<file path="src/rtl/instr_reg_ctrl.sv">
// Write/read controller for a 32-entry circular instruction register with a
// round-robin two-requester write port. Optional counters: INSTR_REG_CTRL_STATS_EN.
module instr_reg_ctrl (
    input  logic        clk,
    input  logic        reset,
    input  logic        req0_valid,
    output logic        req0_ready,
    input  logic [3:0]  req0_opcode,
    input  logic [31:0] req0_op_a,
    input  logic [31:0] req0_op_b,
    input  logic        req1_valid,
    output logic        req1_ready,
    input  logic [3:0]  req1_opcode,
    input  logic [31:0] req1_op_a,
    input  logic [31:0] req1_op_b,
    input  logic        rd_valid,
    output logic        rd_ready,
    output logic        rd_data_valid,
    output logic [67:0] rd_data,
    output logic        load_en,
    output logic [4:0]  write_pointer,
    output logic [4:0]  read_pointer,
    output logic [3:0]  opcode,
    output logic [31:0] operand_a,
    output logic [31:0] operand_b,
    input  logic [67:0] instruction_word,
    input  logic        flush,
    output logic [15:0] stat_wr_cnt,
    output logic [15:0] stat_full_cnt
);

    localparam logic [5:0] DEPTH = 6'd32;

    logic [4:0]  r_wr_ptr;
    logic [4:0]  r_rd_ptr;
    logic [4:0]  r_wr_addr;
    logic [5:0]  r_alloc_cnt;
    logic [5:0]  r_commit_cnt;
    logic        r_prio;       // 0: req0 wins a tie, 1: req1 wins a tie
    logic        r_load_en;
    logic [3:0]  r_opcode;
    logic [31:0] r_operand_a;
    logic [31:0] r_operand_b;
    logic        r_rd_data_valid;
    logic [67:0] r_rd_data;

    logic        w_full;
    logic        w_tie;
    logic        w_grant0;
    logic        w_grant1;
    logic        w_acc0;
    logic        w_acc1;
    logic        w_acc;
    logic        w_rd_acc;
    logic [3:0]  w_sel_opcode;
    logic [31:0] w_sel_op_a;
    logic [31:0] w_sel_op_b;

    // Full/empty come from pre-edge counts only: a same-cycle read never frees a slot.
    assign w_full   = (r_alloc_cnt == DEPTH);
    assign w_tie    = req0_valid && req1_valid;
    assign w_grant0 = req0_valid && (!req1_valid || !r_prio);
    assign w_grant1 = req1_valid && (!req0_valid ||  r_prio);

    assign req0_ready = w_grant0 && !w_full && !flush;
    assign req1_ready = w_grant1 && !w_full && !flush;
    assign w_acc0     = req0_valid && req0_ready;
    assign w_acc1     = req1_valid && req1_ready;
    assign w_acc      = w_acc0 || w_acc1;

    assign rd_ready   = (r_commit_cnt != 6'd0) && !flush;
    assign w_rd_acc   = rd_valid && rd_ready;

    // NOTE: every always_comb output gets a default first so no path can infer a latch.
    always_comb begin
        w_sel_opcode = req0_opcode;
        w_sel_op_a   = req0_op_a;
        w_sel_op_b   = req0_op_b;
        if (w_acc1) begin
            w_sel_opcode = req1_opcode;
            w_sel_op_a   = req1_op_a;
            w_sel_op_b   = req1_op_b;
        end
    end

    // NOTE: state registers use non-blocking assignments so every flop samples pre-edge values.
    always_ff @(posedge clk or posedge reset) begin
        if (reset) begin
            r_wr_ptr        <= '0;
            r_rd_ptr        <= '0;
            r_wr_addr       <= '0;
            r_alloc_cnt     <= '0;
            r_commit_cnt    <= '0;
            r_prio          <= 1'b0;
            r_load_en       <= 1'b0;
            r_opcode        <= '0;
            r_operand_a     <= '0;
            r_operand_b     <= '0;
            r_rd_data_valid <= 1'b0;
            r_rd_data       <= '0;
        end else if (flush) begin
            r_wr_ptr        <= '0;
            r_rd_ptr        <= '0;
            r_wr_addr       <= '0;
            r_alloc_cnt     <= '0;
            r_commit_cnt    <= '0;
            r_prio          <= 1'b0;
            r_load_en       <= 1'b0;
            r_rd_data_valid <= 1'b0;
        end else begin
            r_load_en       <= w_acc;
            r_rd_data_valid <= w_rd_acc;
            if (w_acc) begin
                r_wr_addr   <= r_wr_ptr;
                r_wr_ptr    <= r_wr_ptr + 5'd1;
                r_opcode    <= w_sel_opcode;
                r_operand_a <= w_sel_op_a;
                r_operand_b <= w_sel_op_b;
                if (w_tie) begin
                    r_prio <= ~r_prio;
                end
            end
            if (w_rd_acc) begin
                r_rd_data <= instruction_word;
                r_rd_ptr  <= r_rd_ptr + 5'd1;
            end
            r_alloc_cnt  <= r_alloc_cnt  + 6'(w_acc)     - 6'(w_rd_acc);
            r_commit_cnt <= r_commit_cnt + 6'(r_load_en) - 6'(w_rd_acc);
        end
    end

    assign load_en       = r_load_en;
    assign write_pointer = r_wr_addr;
    assign read_pointer  = r_rd_ptr;
    assign opcode        = r_opcode;
    assign operand_a     = r_operand_a;
    assign operand_b     = r_operand_b;
    assign rd_data_valid = r_rd_data_valid;
    assign rd_data       = r_rd_data;

`ifdef INSTR_REG_CTRL_STATS_EN
    logic [15:0] r_stat_wr_cnt;
    logic [15:0] r_stat_full_cnt;

    // Saturating counters; flush deliberately leaves them alone.
    always_ff @(posedge clk or posedge reset) begin
        if (reset) begin
            r_stat_wr_cnt   <= '0;
            r_stat_full_cnt <= '0;
        end else begin
            if (w_acc && (r_stat_wr_cnt != 16'hFFFF)) begin
                r_stat_wr_cnt <= r_stat_wr_cnt + 16'd1;
            end
            if (w_full && (req0_valid || req1_valid) && (r_stat_full_cnt != 16'hFFFF)) begin
                r_stat_full_cnt <= r_stat_full_cnt + 16'd1;
            end
        end
    end

    assign stat_wr_cnt   = r_stat_wr_cnt;
    assign stat_full_cnt = r_stat_full_cnt;
`else
    assign stat_wr_cnt   = 16'd0;
    assign stat_full_cnt = 16'd0;
`endif

endmodule

</file>
<file path="config.mk">
export PLATFORM = sky130hd
export DESIGN_NAME = instr_reg_ctrl
export DESIGN_NICKNAME = d
export VERILOG_FILES = /design/src/rtl/instr_reg_ctrl.sv
export SDC_FILE = /design/constraint.sdc
export NUM_CORES = 1
export LEC_CHECK = 0
export CAP_MARGIN = 10
export CORE_AREA = 2 2 153 155
export CTS_BUF_LIST = sky130_fd_sc_hd__clkbuf_8
export DETAILED_ROUTE_END_ITERATION = 16
export DIE_AREA = 0 0 155 157
export PLACE_DENSITY = 0.74
export RECOVER_POWER = 25
export SYNTH_ARGS = -nofsm -noshare
export SYNTH_HDL_FRONTEND = slang
export SYNTH_SLANG_ARGS = --single-unit
export TNS_END_PERCENT = 5
</file>
<file path="constraint.sdc">
create_clock -name clk -period 9.1 [get_ports clk]
set_input_delay 0.91 -clock clk [delete_from_list [all_inputs] [get_ports clk]]
set_output_delay 0.91 -clock clk [all_outputs]
set_load 0.02 [all_outputs]
</file>
==> impl_results.md, run 1 <==
- Status: finished with violations
- Failing checks: max-capacitance violations, max-slew violations
- Routed vias/inst: 4.57
- R2R Setup Slk: 4.17 ns
- Full die area: 0.0243 sq mm
- Setup violators final: 0
- CTS max path bufs: 2
- Die width: 155 um
- Synth Register Bits: 166
- Mapped Area: 0.00798 sq mm
- CP endpoint kind: register
- Critical-path cell list: dlygate4sd3_1 -> clkbuf_1 -> nor3b_1 -> nand2_1 -> ha_1 -> a21o_1 -> a21oi_1 -> xnor2_1 -> nor2_1
- Max FO, Critical Path: 37
- Startpoint Class: input pin
- Slowest-stage cell, CP: nor3b_1
- DP HPWL: 16.1 mm
- Maxcap violations: 4
- Area Growth Syn to Fin: 49.3%
- Worst reg2reg path depth: 11
- Crit path depth: 9
- Met2 wire len: 10.7 mm
- Yosys cell types: 46
- # rows: 55
- Sequential area share after synthesis: 52.0%
- Setup Skew: 0.0198 ns
- Setup Fix Bufs, Post-CTS: 0
- Post-synth EDFFs: 0
- Prevailing post-synth register cell: dfrtp_1
- Yosys Warn Count: 0
- CP delay by family, top: simple AND/OR/NAND/NOR gates
- Most frequent cells in the layout: clkdlybuf4s50_1 (357), dfrtp_1 (166), nand2_1 (82)
- DR pass1 iterations: 6
- PostCTS Resize Cnt: 0
- TNS Setup: 0 ns
- Post-route ant nets: 0
- Worst setup endpoint: r_alloc_cnt[3]
- Port-buffer cells: 360
- Critical path class: in -> reg
- Initial antenna violation count: 0
- Max incr delay on CP: 2.55 ns
- CORE AREA: 0.0225 sq mm
- Max-slew violation count: 189
- Worst path bufs/invs: 2
- Worst slew pin tran: 4.42 ns
- Post-Route WL: 21.3 mm
- Met3 Wirelength: 1.61 mm
- WL/cell: 16.5 um
- Num CTS Buffers: 17
- Critical Path AT: 6.03 ns
- # DRC: 0
- Fmax: 0.173 GHz
- Initial Util: 35.5%
- Critical R2R Capture: r_alloc_cnt[3]
- Fraction of registers with async set/reset: 100%
- Diodes inserted: 0
- Worst VDD drop: 116 uV
- Tmin final: 5.77 ns
- Final hold vios: 0
- PD cells: 289 mW/mm^2
- Worst rel slew slack: -196%
- Sink Count: 166
- Global-route wire length before repair: 32.0 mm
- I/O pins: 393
- Most common cell after layout, fill and taps aside: clkdlybuf4s50_1
- Launch point of the worst path: flush
- Critical R2R Launch: r_commit_cnt[2]
- Met1 WL: 8.53 mm
- Pwr Total: 3450 uW
- GRT Overall Usage: 16.9%
- Cells after Synth: 646
- Via count: 5889
- Vias in the first global route: 5836
- Mapped Avg Cell Area: 12.4 sq um
- Hold WC Path Type: reg -> reg
- Die height: 157 um
- Leak: 0.00541 uW
- Grt total ovfl: 0
- # nets final: 1222
- CTS Hold Bufs: 0
- Min-Delay Path Depth: 2
- Initial DRC count: 254
- CTS HTree Levels: 4
- Top sig layer: met4
- Clock latency on the worst-skew pair: 0.45 ns
- CTS tree: done
- Worst EP required: 9.35 ns
- RSZ-0062 raised after global routing: false
- Final GP Congestion: 0.762
- Layout cells sized above 1: 10.6%
- Period utilisation layout: 63.5%
- Largest net degree at the start of global routing: 117
- Root Buffer Master: clkbuf_8
- Clock slew at reported path FFs: 0.10 ns
## sequential cells by signal (all words and copies together), names as in the netlist
| name | cells |
|---|---|
| rd_data | 68 |
| operand_a | 32 |
| load_en | 1 |
| operand_b | 32 |
| r_commit_cnt | 6 |
| rd_data_valid | 1 |
| write_pointer | 5 |
| r_prio | 1 |
| read_pointer | 5 |
| opcode | 4 |
| r_wr_ptr | 5 |
| r_alloc_cnt | 6 |
## Yosys cell counts (all sizes together) (2+ instances only)
master	count	area, sq um
clkbuf	8	30.0
nand3b	2	15.0
a21oi	11	55.1
a21o	2	15.0
nand3	4	20.0
or3	2	12.5
fa	2	40.0
buf	61	554
mux2	68	1020
or2	2	12.5
nor4b	2	17.5
mux2i	70	701
nor3b	4	35.0
o21ai	73	365
o21bai	3	22.5
nand4	2	12.5
nand2b	2	12.5
nor2	15	56.3
nor4bb	2	20.0
nand2	82	308
ha	17	213
nor2b	3	18.8
nor3	2	10.0
xor2	3	26.3
xnor2	9	78.8
inv	18	67.6
dfrtp	166	4150
## worst min-delay path by stage
stage / to / slack [ns] / from
floorplan: r_wr_ptr[4] / 0.47 / r_wr_ptr[4]
global placement: operand_a[30] / 0.46 / operand_a[30]
detailed placement: operand_a[23] / 0.47 / operand_a[23]
CTS: opcode[1] / 0.49 / opcode[1]
global route: operand_a[23] / 0.51 / operand_a[23]
finish: operand_a[23] / 0.49 / operand_a[23]
## cells by family (layout without fill, tap and decap cells)
logic type / Yosys count / count (layout) / synth area share (%)
adders and majority gates: 19 / 19 / 3.17
AOI/OAI and AO/OA: 96 / 96 / 6.50
DFF: 166 / 166 / 52.0
and+or+nand+nor: 127 / 127 / 7.26
buffers and inverters: 87 / 415 / 8.16
other: 1 / 32 / 0.0470
xor gates and xnor gates: 12 / 12 / 1.32
muxes: 138 / 138 / 21.5
## worst register-to-register path, stage by stage, from the launching register on
cell and delay [ns]:
dfrtp_1 0.37, inv_1 0.06, ha_1 0.19, nor4bb_1 0.14, clkbuf_1 0.19, nor3b_1 2.38, nand2_1 0.35, ha_1 0.46
a21o_1 0.15, a21oi_1 0.27, xnor2_1 0.16, nor2_1 0.06
## power by group
group          leakage (uW)  internal, uW  total [uW]  switching, uW
clock network      0.000205           260         555            295
registers           0.00204          1020        1190            165
logic               0.00317           907        1710            802
## layout make-up
class	count	area, sq um
Clock buffer	18	248
Tap cell	285	357
Inverter	18	68.8
Fill cell	2003	10600
Timing Repair Buffer	366	3640
Clock inverter	13	160
Sequential cell	166	4150
Multi-Input combinational cell	424	3300
## stage by stage
stage	area, sq um	std cells	setup WS (ns)	hold WS [ns]	utilization, %
5_1_grt	11900	1290	2.81	0.512	53.0
3_5_place_dp	11500	1259	5.09	0.469	51.3
6_report	11900	1290	3.33	0.488	53.0
3_3_place_gp	11500	1259	5.10	0.461	51.3
2_1_floorplan	8100	677	3.70	0.472	-
4_1_cts	12000	1290	5.50	0.490	53.1
## routing by layer
layer  global-route usage, %  vias up
li1                        -     2839
met2                    29.7      230
met5                       0        -
met3                    5.40       24
met1                    19.6     2796
met4                    5.78        0
(Power assumes the default switching activity.)
==> inputs of run 2 (changes only) <==
CORE_AREA = 2 2 154 156   (was 2 2 153 155)
DIE_AREA = 0 0 156 158   (was 0 0 155 157)
clock period = 5.6 ns   (was 9.1 ns; I/O delays follow)
==> run 2 against run 1 <==
  * The flow still finishes with violations (max-capacitance violations, max-slew violations)
  * Flip-flop and latch count is the same
  * Die area grew 1.3%
  * Power grew 60%
  * Non-clock buffer count grew 1
  * First-iteration DRC count grew 0.79%
  * Critical path type is now reg -> reg
  * Largest power group unchanged
==> impl_results.md, run 2 (same netlist as run 1, synthesis figures left out) <==
- Post-Route WL: 20.8 mm
- RSZ-0062 raised after global routing: false
- Post-route ant nets: 0
- Grt total ovfl: 0
- Worst reg2reg path depth: 7
- Initial antenna violation count: 0
- CORE AREA: 0.0231 sq mm
- GRT Overall Usage: 16.4%
- Final hold vios: 0
- Die width: 156 um
- Vias in the first global route: 5901
- Maxcap violations: 2
- Largest net degree at the start of global routing: 114
- I/O pins: 393
- Setup violators final: 0
- Failing checks: max-capacitance violations, max-slew violations
- PostCTS Resize Cnt: 0
- Launch point of the worst path: r_commit_cnt[2]
- Status: finished with violations
- # rows: 56
- Tmin final: 4.08 ns
- Fmax: 0.245 GHz
- Pwr Total: 5510 uW
- Critical path class: reg -> reg
- Full die area: 0.0246 sq mm
- # DRC: 0
- Worst slew pin tran: 3.35 ns
- Most common cell after layout, fill and taps aside: clkdlybuf4s50_1
- Initial Util: 34.6%
- Critical R2R Launch: r_commit_cnt[2]
- Most frequent cells in the layout: clkdlybuf4s50_1 (358), dfrtp_1 (166), nand2_1 (82)
- Period utilisation layout: 72.9%
- DP HPWL: 15.6 mm
- Final GP Congestion: 0.787
- CTS tree: done
- Clock latency on the worst-skew pair: 0.45 ns
- Startpoint Class: register
- CTS Hold Bufs: 0
- Global-route wire length before repair: 31.4 mm
- Layout cells sized above 1: 11.1%
- DR pass1 iterations: 4
- Critical R2R Capture: rd_data[1]
- Clock slew at reported path FFs: 0.09 ns
- Port-buffer cells: 360
- Hold WC Path Type: reg -> reg
- Worst EP required: 5.93 ns
- Fill count: 2031
- Root Buffer Master: clkbuf_8
- # nets final: 1223
- Routed vias/inst: 4.53
- WL/cell: 16.1 um
- Max reg flops: 68
- Initial DRC count: 256
- Fin cells: 1296
- Diodes inserted: 0
- Die height: 158 um
- Final core utilization: 51.6%
- Max-slew violation count: 87
- Num CTS Buffers: 17
- CP endpoint kind: register
- Leak: 0.00540 uW
- Sink Count: 166
- Worst setup endpoint: rd_data[1]
- Setup Fix Bufs, Post-CTS: 0
- PD cells: 463 mW/mm^2
- CTS max path bufs: 2
- R2R Setup Slk: 1.52 ns
- Area Growth Syn to Fin: 49.0%
- Worst rel slew slack: -125%
- Setup Skew: 0.0147 ns
- TNS Setup: 0 ns
- Worst VDD drop: 193 uV
- Critical Path AT: 4.41 ns
- Placed insts: 1265
- Via count: 5869
- CTS HTree Levels: 4
- Worst hold slack: 0.486 ns
- Max FO, Critical Path: 61
-- run 2: changes by cell type in the layout (fill, tap and decap cells not counted), moves of 2 or more --
cell,before,now
o21ai_0,32,24
o21ai_1,40,48
clkinv_2,0,2
buf_4,4,6
bufinv_16,2,0
-- run 2: cell type report --
class / count / area, sq um / share of cell area, %
multi-input cells: 424 / 3300 / 27.8
inverters: 18 / 68.8 / 0.579
repair buffers: 367 / 3650 / 30.7
flip-flops and latches: 166 / 4150 / 34.9
clock inverters: 14 / 118 / 0.989
well taps: 290 / 363 / 3.05
clock buffers: 17 / 234 / 1.97
-- run 2: per-stage QoR --
step	setup WS, ns	area (sq um)
global placement	2.06	11600
global route	1.30	11900
finish	1.52	11900
floorplan	0.550	8100
detailed placement	2.05	11600
CTS	2.28	11900
-- run 2: worst max-delay path, cell delays in order, from the launching register on --
cell and delay, ns:
dfrtp_1 0.36, inv_1 0.06, ha_1 0.19, nor4bb_1 0.14, clkbuf_1 0.18, nor3b_1 1.57
buf_4 1.03, mux2_4 0.36
-- run 2: worst min-delay path by stage --
stage,from,endpoint,slack (ns),cells past startpoint
after detailed placement,operand_a[20],operand_a[20],0.47,2
final,operand_b[26],operand_b[26],0.49,2
after global placement,operand_b[31],operand_b[31],0.46,2
after CTS,operand_a[20],operand_a[20],0.49,2
after global routing,operand_a[22],operand_a[22],0.50,2
after floorplan,r_wr_ptr[4],r_wr_ptr[4],0.47,1
-- run 2: routing by layer --
layer,global-route usage [%],up-vias,routed length (um)
met5,0,-,0
met4,5.02,0,228
met3,5.26,18,1610
met2,28.7,225,10600
met1,19.2,2787,8390
li1,-,2839,-
-- run 2: where the power goes --
group / internal (uW) / total [uW] / switching (uW)
Clock: 319 / 807 / 488
Sequential: 1660 / 1920 / 266
Combinational: 1480 / 2780 / 1300
Total: 3450 / 5510 / 2050
